===== src/rtl/window_accumulator.sv =====
// ---------------------------------------------------------------------------
// window_accumulator
// Sums a stream of unsigned IN_W-bit samples over a 2**WIN_LOG2-sample window
// and presents the SUM_W-bit total to the downstream window-average multiplier.
//
// Build option (macro): SLIDING_WINDOW_EN
//   undefined : tumbling windows, one sum per 256 accepted samples
//   defined   : sliding window with a circular sample history; after the first
//               full window, a new sum is produced for every accepted sample
//
// Ports
//   clk          in   1      rising-edge clock
//   rst_n        in   1      asynchronous reset, active low
//   en           in   1      1 = accumulate, 0 = stop and discard partial window
//   clear        in   1      synchronous clear, overrides en/sample_valid
//   sample_in    in   IN_W   unsigned sample
//   sample_valid in   1      sample qualifier
//   sum_out      out  SUM_W  last completed window sum, held between updates
//   sum_valid    out  1      one-cycle pulse when sum_out has just updated
//   busy         out  1      1 while not IDLE
// ---------------------------------------------------------------------------
module window_accumulator #(
    parameter int unsigned IN_W     = 3,
    parameter int unsigned WIN_LOG2 = 8,
    parameter int unsigned SUM_W    = 11
) (
    input  logic              clk,
    input  logic              rst_n,
    input  logic              en,
    input  logic              clear,
    input  logic [IN_W-1:0]   sample_in,
    input  logic              sample_valid,
    output logic [SUM_W-1:0]  sum_out,
    output logic              sum_valid,
    output logic              busy
);

    localparam int unsigned WIN_LEN = 1 << WIN_LOG2;

`ifdef SLIDING_WINDOW_EN
    typedef enum logic [1:0] {
        S_IDLE = 2'd0,
        S_FILL = 2'd1,
        S_RUN  = 2'd2
    } state_t;
`else
    typedef enum logic [1:0] {
        S_IDLE  = 2'd0,
        S_ACCUM = 2'd1
    } state_t;
`endif

    state_t              r_state;
    logic [SUM_W-1:0]    r_acc;
    logic [WIN_LOG2-1:0] r_cnt;       // samples in window; doubles as history write pointer
    logic [SUM_W-1:0]    r_sum_out;
    logic                r_sum_valid;
    logic                r_busy;

    logic [SUM_W-1:0]    w_acc_add;
    logic                w_last;
    logic                w_accept;

    assign w_acc_add = r_acc + SUM_W'(sample_in);
    assign w_last    = (r_cnt == {WIN_LOG2{1'b1}});
    assign w_accept  = en && sample_valid && !clear && (r_state != S_IDLE);

`ifdef SLIDING_WINDOW_EN
    // Circular history of the last WIN_LEN accepted samples; contents need no reset
    logic [IN_W-1:0]  r_hist [WIN_LEN];
    logic [IN_W-1:0]  w_hist_rd;
    logic [SUM_W-1:0] w_acc_slide;

    assign w_hist_rd   = r_hist[r_cnt];
    // acc always holds the sum of the window containing hist[wp], so no underflow
    assign w_acc_slide = w_acc_add - SUM_W'(w_hist_rd);

    always_ff @(posedge clk) begin
        if (w_accept) begin
            r_hist[r_cnt] <= sample_in;
        end
    end
`endif

    // Control FSM, accumulator and registered outputs
    always_ff @(posedge clk or negedge rst_n) begin
        if (!rst_n) begin
            r_state     <= S_IDLE;
            r_acc       <= '0;
            r_cnt       <= '0;
            r_sum_out   <= '0;
            r_sum_valid <= 1'b0;
            r_busy      <= 1'b0;
        end else begin
            r_sum_valid <= 1'b0;
            if (clear) begin
                r_state   <= S_IDLE;
                r_acc     <= '0;
                r_cnt     <= '0;
                r_sum_out <= '0;
                r_busy    <= 1'b0;
            end else begin
                case (r_state)
                    S_IDLE: begin
                        // Entering the window takes a cycle; no sample accepted here
                        if (en) begin
`ifdef SLIDING_WINDOW_EN
                            r_state <= S_FILL;
`else
                            r_state <= S_ACCUM;
`endif
                            r_busy  <= 1'b1;
                        end
                    end
`ifdef SLIDING_WINDOW_EN
                    S_FILL: begin
                        if (!en) begin
                            r_state <= S_IDLE;
                            r_busy  <= 1'b0;
                            r_acc   <= '0;
                            r_cnt   <= '0;
                        end else if (sample_valid) begin
                            r_acc <= w_acc_add;
                            r_cnt <= r_cnt + WIN_LOG2'(1);
                            if (w_last) begin
                                r_sum_out   <= w_acc_add;
                                r_sum_valid <= 1'b1;
                                r_state     <= S_RUN;
                            end
                        end
                    end
                    S_RUN: begin
                        if (!en) begin
                            r_state <= S_IDLE;
                            r_busy  <= 1'b0;
                            r_acc   <= '0;
                            r_cnt   <= '0;
                        end else if (sample_valid) begin
                            r_acc       <= w_acc_slide;
                            r_sum_out   <= w_acc_slide;
                            r_sum_valid <= 1'b1;
                            r_cnt       <= r_cnt + WIN_LOG2'(1);
                        end
                    end
`else
                    S_ACCUM: begin
                        if (!en) begin
                            r_state <= S_IDLE;
                            r_busy  <= 1'b0;
                            r_acc   <= '0;
                            r_cnt   <= '0;
                        end else if (sample_valid) begin
                            // Counter wraps to 0 on the closing sample
                            r_cnt <= r_cnt + WIN_LOG2'(1);
                            if (w_last) begin
                                r_sum_out   <= w_acc_add;
                                r_sum_valid <= 1'b1;
                                r_acc       <= '0;
                            end else begin
                                r_acc <= w_acc_add;
                            end
                        end
                    end
`endif
                    default: begin
                        r_state <= S_IDLE;
                        r_busy  <= 1'b0;
                        r_acc   <= '0;
                        r_cnt   <= '0;
                    end
                endcase
            end
        end
    end

    assign sum_out   = r_sum_out;
    assign sum_valid = r_sum_valid;
    assign busy      = r_busy;

endmodule

===== config.mk =====
export PLATFORM = sky130hd
export DESIGN_NAME = window_accumulator
export DESIGN_NICKNAME = d
export VERILOG_FILES = /design/src/rtl/window_accumulator.sv
export SDC_FILE = /design/constraint.sdc
export NUM_CORES = 1
export LEC_CHECK = 0
export ABC_AREA = 0
export ABC_CLOCK_PERIOD_IN_PS = 4300
export CORE_MARGIN = 8
export CORE_UTILIZATION = 52
export CTS_CLUSTER_SIZE = 25
export DETAILED_ROUTE_END_ITERATION = 12
export PLACE_DENSITY = 0.76
export SYNTH_ARGS = -nofsm -noshare
export SYNTH_HDL_FRONTEND = slang
export SYNTH_SLANG_ARGS = --single-unit

===== constraint.sdc =====
create_clock -name clk -period 4.3 [get_ports clk]
set_input_delay 1.29 -clock clk [delete_from_list [all_inputs] [get_ports clk]]
set_output_delay 1.29 -clock clk [all_outputs]
set_load 0.05 [all_outputs]

## Word level (Yosys, flattened, before mapping)

Index checks and enable logic that the tools add are counted.

| word-level totals | value |
|---|---|
| bits in registers | 34 |
| input port bits | 8 |

| cells by class | value |
|---|---|
| equality and inequality tests | 6 |
| reductions and logical operators | 8 |
| add/subtract/negate cells | 2 |
| mux-type cells | 27 |

Operators by type and width:

| operator | count |
|---|---|
| $mux 11 | 9 |
| $mux 8 | 3 |
| $pmux 11 s2 | 1 |
| $pmux 8 s2 | 1 |
| $add 11x3->11 | 1 |
| $add 8x1->8 const B | 1 |
| $eq 8x8->1 const B | 1 |
| $mux 1 | 8 |
| $reduce_bool 2->1 | 4 |
| $mux 2 | 3 |
| $ne 3x3->1 const B | 2 |
| $ne 4x4->1 const B | 1 |
| $pmux 2 s2 | 1 |
| $reduce_and 2->1 | 2 |
| $reduce_and 4->1 | 1 |
| $eq 2x1->1 const B | 1 |
| $logic_not 2->1 | 1 |
| $ne 2x2->1 const B | 1 |
| $pmux 1 s2 | 1 |

## Logic depth before layout (Yosys ltp)

Gate-level depths: netlist (run 1).

| depth | value |
|---|---|
| depth in word-level cells | 6 |
| depth in mapped cells | 6 |

## Worst setup path before layout (run 1)

No wires, ideal clock.

| timing | value |
|---|---|
| path type | in2reg |
| start | input sample_in[0] |
| end | register r_acc[8] |
| slack | 1459 ps |
| data arrival time | 2758 ps |
| stages | 6 |
| path buffers | 0 |
| setup time | 83 ps |
| cells stage by stage | ha_1 -> fa_1 -> a21oi_1 -> nor3_1 -> o31a_2 -> o21ai_0 |

| on the way | value |
|---|---|
| word-level cells in the longest chain between the ends | 6 |

Ends and longest elaborated chain:

| element | line | source |
|---|---|---|
| from (decl) | 31 | `input logic [IN_W-1:0] sample_in,` |
| $add 11x3->11 | 64 | `assign w_acc_add = r_acc + SUM_W'(sample_in);` |
| $mux 11 | 155 | `if (w_last) begin` |
| $mux 11 | 152 | `end else if (sample_valid) begin` |
| $mux 11 | 147 | `if (!en) begin` |
| $pmux 11 s2 | 103 | `case (r_state)` |
| $mux 11 | 96 | `if (clear) begin` |
| to (signal assigned) | 160 | `r_acc <= w_acc_add;` |
| to (decl) | 54 | `logic [SUM_W-1:0] r_acc;` |

Every way passes these cells. The select of a mux whose other input is x is not followed.
A chain may end at the register's enable or synchronous reset.

## Worst setup path after layout (run 1)

Ends and elaborated chain as after synthesis.

==> results of run 1 <==
through the flow:
step	worst slack [ns]	utilization	hold slack (ns)	cells	power (mW)
floorplan	1.46	-	0.454	147	0.332
global placement	0.913	0.622	0.473	209	0.351
detailed placement	0.846	0.622	0.478	209	0.352
CTS	1.19	0.637	0.501	216	0.512
global route	1.04	0.637	0.523	216	0.529
finish	1.18	0.637	0.494	216	0.506
cell type report:
cell class	count	area [um2]	share of cell area
Clock inverter	1	5.00	0.00259
Tap cell	44	55.1	0.0285
Multi-Input combinational cell	107	797	0.413
Sequential cell	32	801	0.415
Timing Repair Buffer	22	215	0.112
Inverter	4	15.0	0.00778
Clock buffer	6	41.3	0.0214
worst paths after layout:
kind                              start          to  slack, ns  cells after the start
max reg2reg                    r_acc[0]    r_acc[8]       2.18                      6
max in group asynchronous         rst_n    r_cnt[4]       2.66                      2
min reg2reg                    r_acc[2]    r_acc[2]       0.49                      2
max                        sample_in[0]    r_acc[8]       1.18                      7
min                            r_acc[2]    r_acc[2]       0.49                      2
min in group asynchronous         rst_n  sum_out[9]       1.34                      2
cell families (layout without fill, tap and decap cells):
kind of cell | Yosys count | in the layout | synth area share
compound gates | 47 | 47 | 0.219
simple gates | 44 | 44 | 0.164
flops | 32 | 32 | 0.488
xor+xnor | 9 | 9 | 0.0481
buf+inv | 8 | 33 | 0.0259
fa+ha+maj | 5 | 5 | 0.0427
mux | 2 | 2 | 0.0122
layer usage:
| metal | global-route usage | up-vias |
|---|---|---|
| met4 | 0.0612 | 0 |
| met3 | 0.0606 | 2 |
| met5 | 0 | - |
| met2 | 0.234 | 30 |
| met1 | 0.155 | 608 |
| li1 | - | 606 |
worst min-delay path, stage by stage (launching register included):
cell     delay (ns)
dfrtp_1        0.35
nand2_1        0.05
o21ai_0        0.06
placed cells by master, fill, tap and decap left out, types with 2 or more instances in the layout:
cell,Yosys,layout
o31ai_1,2,2
o21a_1,2,2
o2bb2ai_1,3,3
a22o_1,8,8
nor2_1,5,5
clkdlybuf4s50_1,0,20
mux2i_1,2,2
nor3_1,2,2
dfrtp_1,32,32
inv_1,3,3
buf_4,1,2
o31a_2,2,2
xnor2_1,4,4
xor2_1,5,5
clkbuf_4,0,5
nand2_1,12,12
nand4_1,2,2
or4_1,2,2
or2b_1,2,2
nand2b_1,4,4
a31oi_1,5,5
nor4b_2,2,2
nand3_1,5,5
and4_4,2,2
a21oi_1,9,9
ha_1,4,4
a22o_2,3,3
o21ai_0,7,7
state kept, by name, indices dropped and copies added, names as in the netlist:
| register | count |
|---|---|
| r_acc | 11 |
| sum_out | 11 |
| r_cnt | 8 |
| busy | 1 |
| sum_valid | 1 |
power groups by stage:
| stage | sequential, mW | clock (mW) | combinational (mW) |
|---|---|---|---|
| global placement | 0.311 | 0 | 0.0402 |
| finish | 0.305 | 0.161 | 0.0406 |
| detailed placement | 0.311 | 0 | 0.0413 |
| global route | 0.305 | 0.178 | 0.0461 |
| floorplan | 0.312 | 0 | 0.0197 |
| CTS | 0.305 | 0.166 | 0.0414 |
==> results.sh, run 1 <==
export IMPL_outcome="completed"
export IMPL_synth_edf_count=0
export IMPL_clk_pin_slew_worst_paths_ns=0.09
export IMPL_grt_usage=0.142
export IMPL_power_leakage_nw=0.825
export IMPL_dieArea_mm2=0.00521
export IMPL_min_path_type="flop to flop"
export IMPL_fillers=258
export IMPL_critPathLaunchType="primary input"
export IMPL_cp_cell_sequence="clkdlybuf4s50_1, ha_1, fa_1, a21oi_1, nor3_1, o31a_2, o21ai_0"
export IMPL_crit_type="primary input to flop"
export IMPL_wl_um=3320
export IMPL_end_kind="flop"
export IMPL_p_switching_mw=0.129
export IMPL_met3_wirelength_um=194
export IMPL_synth_top_area_share=0.488
export IMPL_routedLengthMet1_um=1380
export IMPL_syn_avg_cell_area_um2=11.2
export IMPL_switching_share=0.255
export IMPL_io_buffers=20
export IMPL_path_max_fanout=5
export IMPL_fmax_mhz=321
export IMPL_rows=20
export IMPL_synthFlopType="dfrtp_1"
export IMPL_cts_root_buffer="clkbuf_4"
export IMPL_tns_ns=0
export IMPL_synth_most_common_cell="dfrtp_1"
export IMPL_ant_nets=0
export IMPL_drc=0
export IMPL_period_minus_slack_ns=3.12
export IMPL_syn_num_nets=160
export IMPL_crit_slowest_cell="clkdlybuf4s50_1"
export IMPL_clockBufferDepth=2
export IMPL_synth_area_mm2=0.00164
export IMPL_antenna_found_initial=0
export IMPL_ctsHoldBuffers=0
export IMPL_synth_cells=147
export IMPL_cp_top_family="compound AO/OA/AOI/OAI gates"
export IMPL_synthArstFlopShare=1.00
export IMPL_hold_viol=0
export IMPL_syn2layout_area_growth_pct=17.6
export IMPL_gp_congestion=0.807
export IMPL_pwr_share_seq=0.602
export IMPL_die_x_um=72.2
export IMPL_grt_pass1_wl_um=5800
export IMPL_cp_required_ns=4.55
export IMPL_worstPathArrival_ns=3.37
export IMPL_yosysUniqueCellTypes=43
export IMPL_cts_repair_resized=0
export IMPL_yosysWarnings=0
export IMPL_ys_ff_latch=32
export IMPL_layout_drive_gt1_share=0.122
export IMPL_combPwrFrac=0.080
export IMPL_period_share=0.725
export IMPL_drt_iter0_drc=52
export IMPL_vdd_ir_drop_max_uv=141
export IMPL_routedWlPerCell_um=15.4
export IMPL_p_int_mw=0.377
export IMPL_insertion_delay_ns=0.33
export IMPL_yosysSeqAreaShare=0.488
export IMPL_cts_setup_buffers=0
export IMPL_die_y_um=72.2
export IMPL_cp_num_buf_inv=1
export IMPL_num_nets_final=185
export IMPL_synthTopCellsByCount="dfrtp_1, nand2_1, a21oi_1"
export IMPL_p_clk_frac=0.318
export IMPL_cts_htree_levels=2
export IMPL_viasPerCell=5.77
export IMPL_num_io_pins=21
export IMPL_drtPass1Iterations=5
export IMPL_cts_buffers=5
export IMPL_setup_viol=0
export IMPL_wl_met2_um=1720
export IMPL_slew_headroom=0.340
export IMPL_routed_top_layer="met4"
export IMPL_hpwl_um=2370
export IMPL_tightestPinTransition_ns=0.990
export IMPL_drv_cap=0
export IMPL_finClkSkew_ns=0.0107
export IMPL_placeableCoreArea_mm2=0.00303
export IMPL_cts_sinks=32
export IMPL_antenna_cells=0
export IMPL_drv_slew=0
export IMPL_grt_ovfl_total=0
export IMPL_grt_start_max_net_pins=33
export IMPL_design_area_mm2=0.00193
export IMPL_p_per_area_mw_per_mm2=263
export IMPL_max_stage_delay_ns=0.41
export IMPL_yosysTopAreaCell="dfrtp_1"
export IMPL_synth_top_cells_by_area="dfrtp_1, a22o_1, ha_1"
export IMPL_vias=1246
export IMPL_placed_area_mm2=0.00188
export IMPL_rsz0062_at_grt="false"
export IMPL_grt_pass1_vias=1266
export IMPL_start_util=0.542
export IMPL_cts_tree="built"
No activity file was read; power rests on OpenSTA's default activity.
==> inputs of run 2 (changes only) <==
Settings changed: ABC_CLOCK_PERIOD_IN_PS 4300 to 2600, CORE_UTILIZATION 52 to 49, PLACE_DENSITY 0.76 to 0.75.
Clock period 4.3 ns to 2.6 ns, I/O delays scaled along.
==> run 2 against run 1 <==
First-iteration DRC count is 3.8% lower; sequential cell count stayed put; critical endpoint is now busy; design area is 3.6% higher; routed wire length is 3.5% higher; worst hold slack better by 0.0053 ns; sequential power is 65% higher; register-to-register slack worse by 1.5 ns; worst setup slack worse by 1.0 ns; power is 85% higher; critical path type is now flop to output pin; combinational power is 74% higher.
==> results.sh, run 2 (same netlist as run 1, synthesis figures left out) <==
export IMPL_period_share=0.947
export IMPL_slew_headroom=0.657
export IMPL_syn2layout_area_growth_pct=21.9
export IMPL_pwr_share_seq=0.537
export IMPL_cp_depth=1
export IMPL_mostFrequentLayoutCells="dfrtp_1, clkdlybuf4s50_1, nand2_1"
export IMPL_period_minus_slack_ns=2.46
export IMPL_drv_cap=0
export IMPL_outcome="completed"
export IMPL_power_leakage_nw=0.864
export IMPL_dieArea_mm2=0.00546
export IMPL_p_clk_frac=0.388
export IMPL_start_util=0.499
export IMPL_die_x_um=73.9
export IMPL_p_per_area_mw_per_mm2=470
export IMPL_tightestPinTransition_ns=0.514
export IMPL_rows=21
export IMPL_r2r_slack_ns=0.70
export IMPL_drtPass1Iterations=4
export IMPL_p_int_mw=0.729
export IMPL_worstPathArrival_ns=1.68
export IMPL_hold_ws_ns=0.499
export IMPL_grt_pass1_wl_um=5750
export IMPL_clk_pin_slew_worst_paths_ns=0.09
export IMPL_die_y_um=73.9
export IMPL_cts_sinks=32
export IMPL_placeableCoreArea_mm2=0.00328
export IMPL_routedWlPerCell_um=15.4
export IMPL_switching_share=0.224
export IMPL_end_kind="output pin"
export IMPL_num_nets_final=190
export IMPL_r2r_cells=7
export IMPL_cts_repair_resized=0
export IMPL_min_path_cells=2
export IMPL_vdd_ir_drop_max_uv=440
export IMPL_io_buffers=20
export IMPL_finClkSkew_ns=0.0144
export IMPL_cp_top_family="buffers and inverters"
export IMPL_min_path_type="flop to flop"
export IMPL_hpwl_um=2500
export IMPL_wl_um=3440
export IMPL_fin_cells=224
export IMPL_insertion_delay_ns=0.34
export IMPL_grt_pass1_vias=1246
export IMPL_num_io_pins=21
export IMPL_grt_usage=0.138
export IMPL_crit_slowest_cell="clkdlybuf4s50_1"
export IMPL_final_util=0.609
export IMPL_ant_nets=0
export IMPL_fmax_mhz=406
export IMPL_cts_buffers=5
export IMPL_max_stage_delay_ns=0.86
export IMPL_grt_ovfl_total=0
export IMPL_path_max_fanout=7
export IMPL_cts_tree="built"
export IMPL_crit_type="flop to output pin"
export IMPL_cts_setup_buffers=0
export IMPL_cts_htree_levels=2
export IMPL_cp_cell_sequence="clkdlybuf4s50_1"
export IMPL_ctsHoldBuffers=0
export IMPL_setup_viol=0
export IMPL_drt_iter0_drc=50
export IMPL_dp_cells=216
export IMPL_cp_required_ns=1.82
export IMPL_finalPower_mw=0.939
export IMPL_cts_root_buffer="clkbuf_4"
export IMPL_hold_viol=0
export IMPL_layout_commonest_cell="dfrtp_1"
export IMPL_drc=0
export IMPL_cp_num_buf_inv=1
export IMPL_grt_start_max_net_pins=33
export IMPL_drv_slew=0
export IMPL_antenna_cells=0
export IMPL_antenna_found_initial=0
export IMPL_clockBufferDepth=2
export IMPL_gp_congestion=0.820
export IMPL_viasPerCell=5.62
export IMPL_p_switching_mw=0.210
export IMPL_critPathLaunchType="flop"
export IMPL_vias=1259
export IMPL_rsz0062_at_grt="false"
export IMPL_layout_drive_gt1_share=0.152
export IMPL_combPwrFrac=0.075
==> run 2: layout make-up <==
class / instances / area [um2]
fill: 288 / 1280
sequential: 32 / 801
multi-input combinational: 107 / 797
timing repair buffer: 27 / 253
tap: 46 / 57.6
clock buffer: 6 / 41.3
clock inverter: 2 / 35.0
inverter: 4 / 15.0
==> run 2: per-stage QoR <==
step                      worst slack [ns]  area, um2  setup TNS (ns)
after floorplan                      0.269       1640               0
after global placement             -0.0538       1920          -0.166
after detailed placement            -0.103       1920          -0.363
after CTS                            0.131       2000               0
after global routing                0.0872       2000               0
final                                0.139       2000               0
==> run 2: power by group through the flow <==
stage / logic [mW] / clock network, mW / registers (mW)
final: 0.0707 / 0.364 / 0.504
after global routing: 0.0784 / 0.395 / 0.505
after CTS: 0.0715 / 0.373 / 0.504
after detailed placement: 0.0709 / 0 / 0.514
after global placement: 0.0689 / 0 / 0.514
after floorplan: 0.0326 / 0 / 0.516
==> run 2: worst paths after layout <==
kind,start,end
max,busy,busy
min,r_acc[2],r_acc[2]
max reg2reg,r_acc[0],r_acc[8]
min reg2reg,r_acc[2],r_acc[2]
max in group asynchronous,rst_n,r_cnt[2]
min in group asynchronous,rst_n,r_acc[8]
==> run 2: metal layers <==
metal | vias to the layer above | global-route usage | wire [um]
met4 | 0 | 0.0576 | 66
met5 | - | 0 | 0
li1 | 610 | - | -
met2 | 19 | 0.231 | 1760
met3 | 8 | 0.0477 | 136
met1 | 622 | 0.154 | 1480
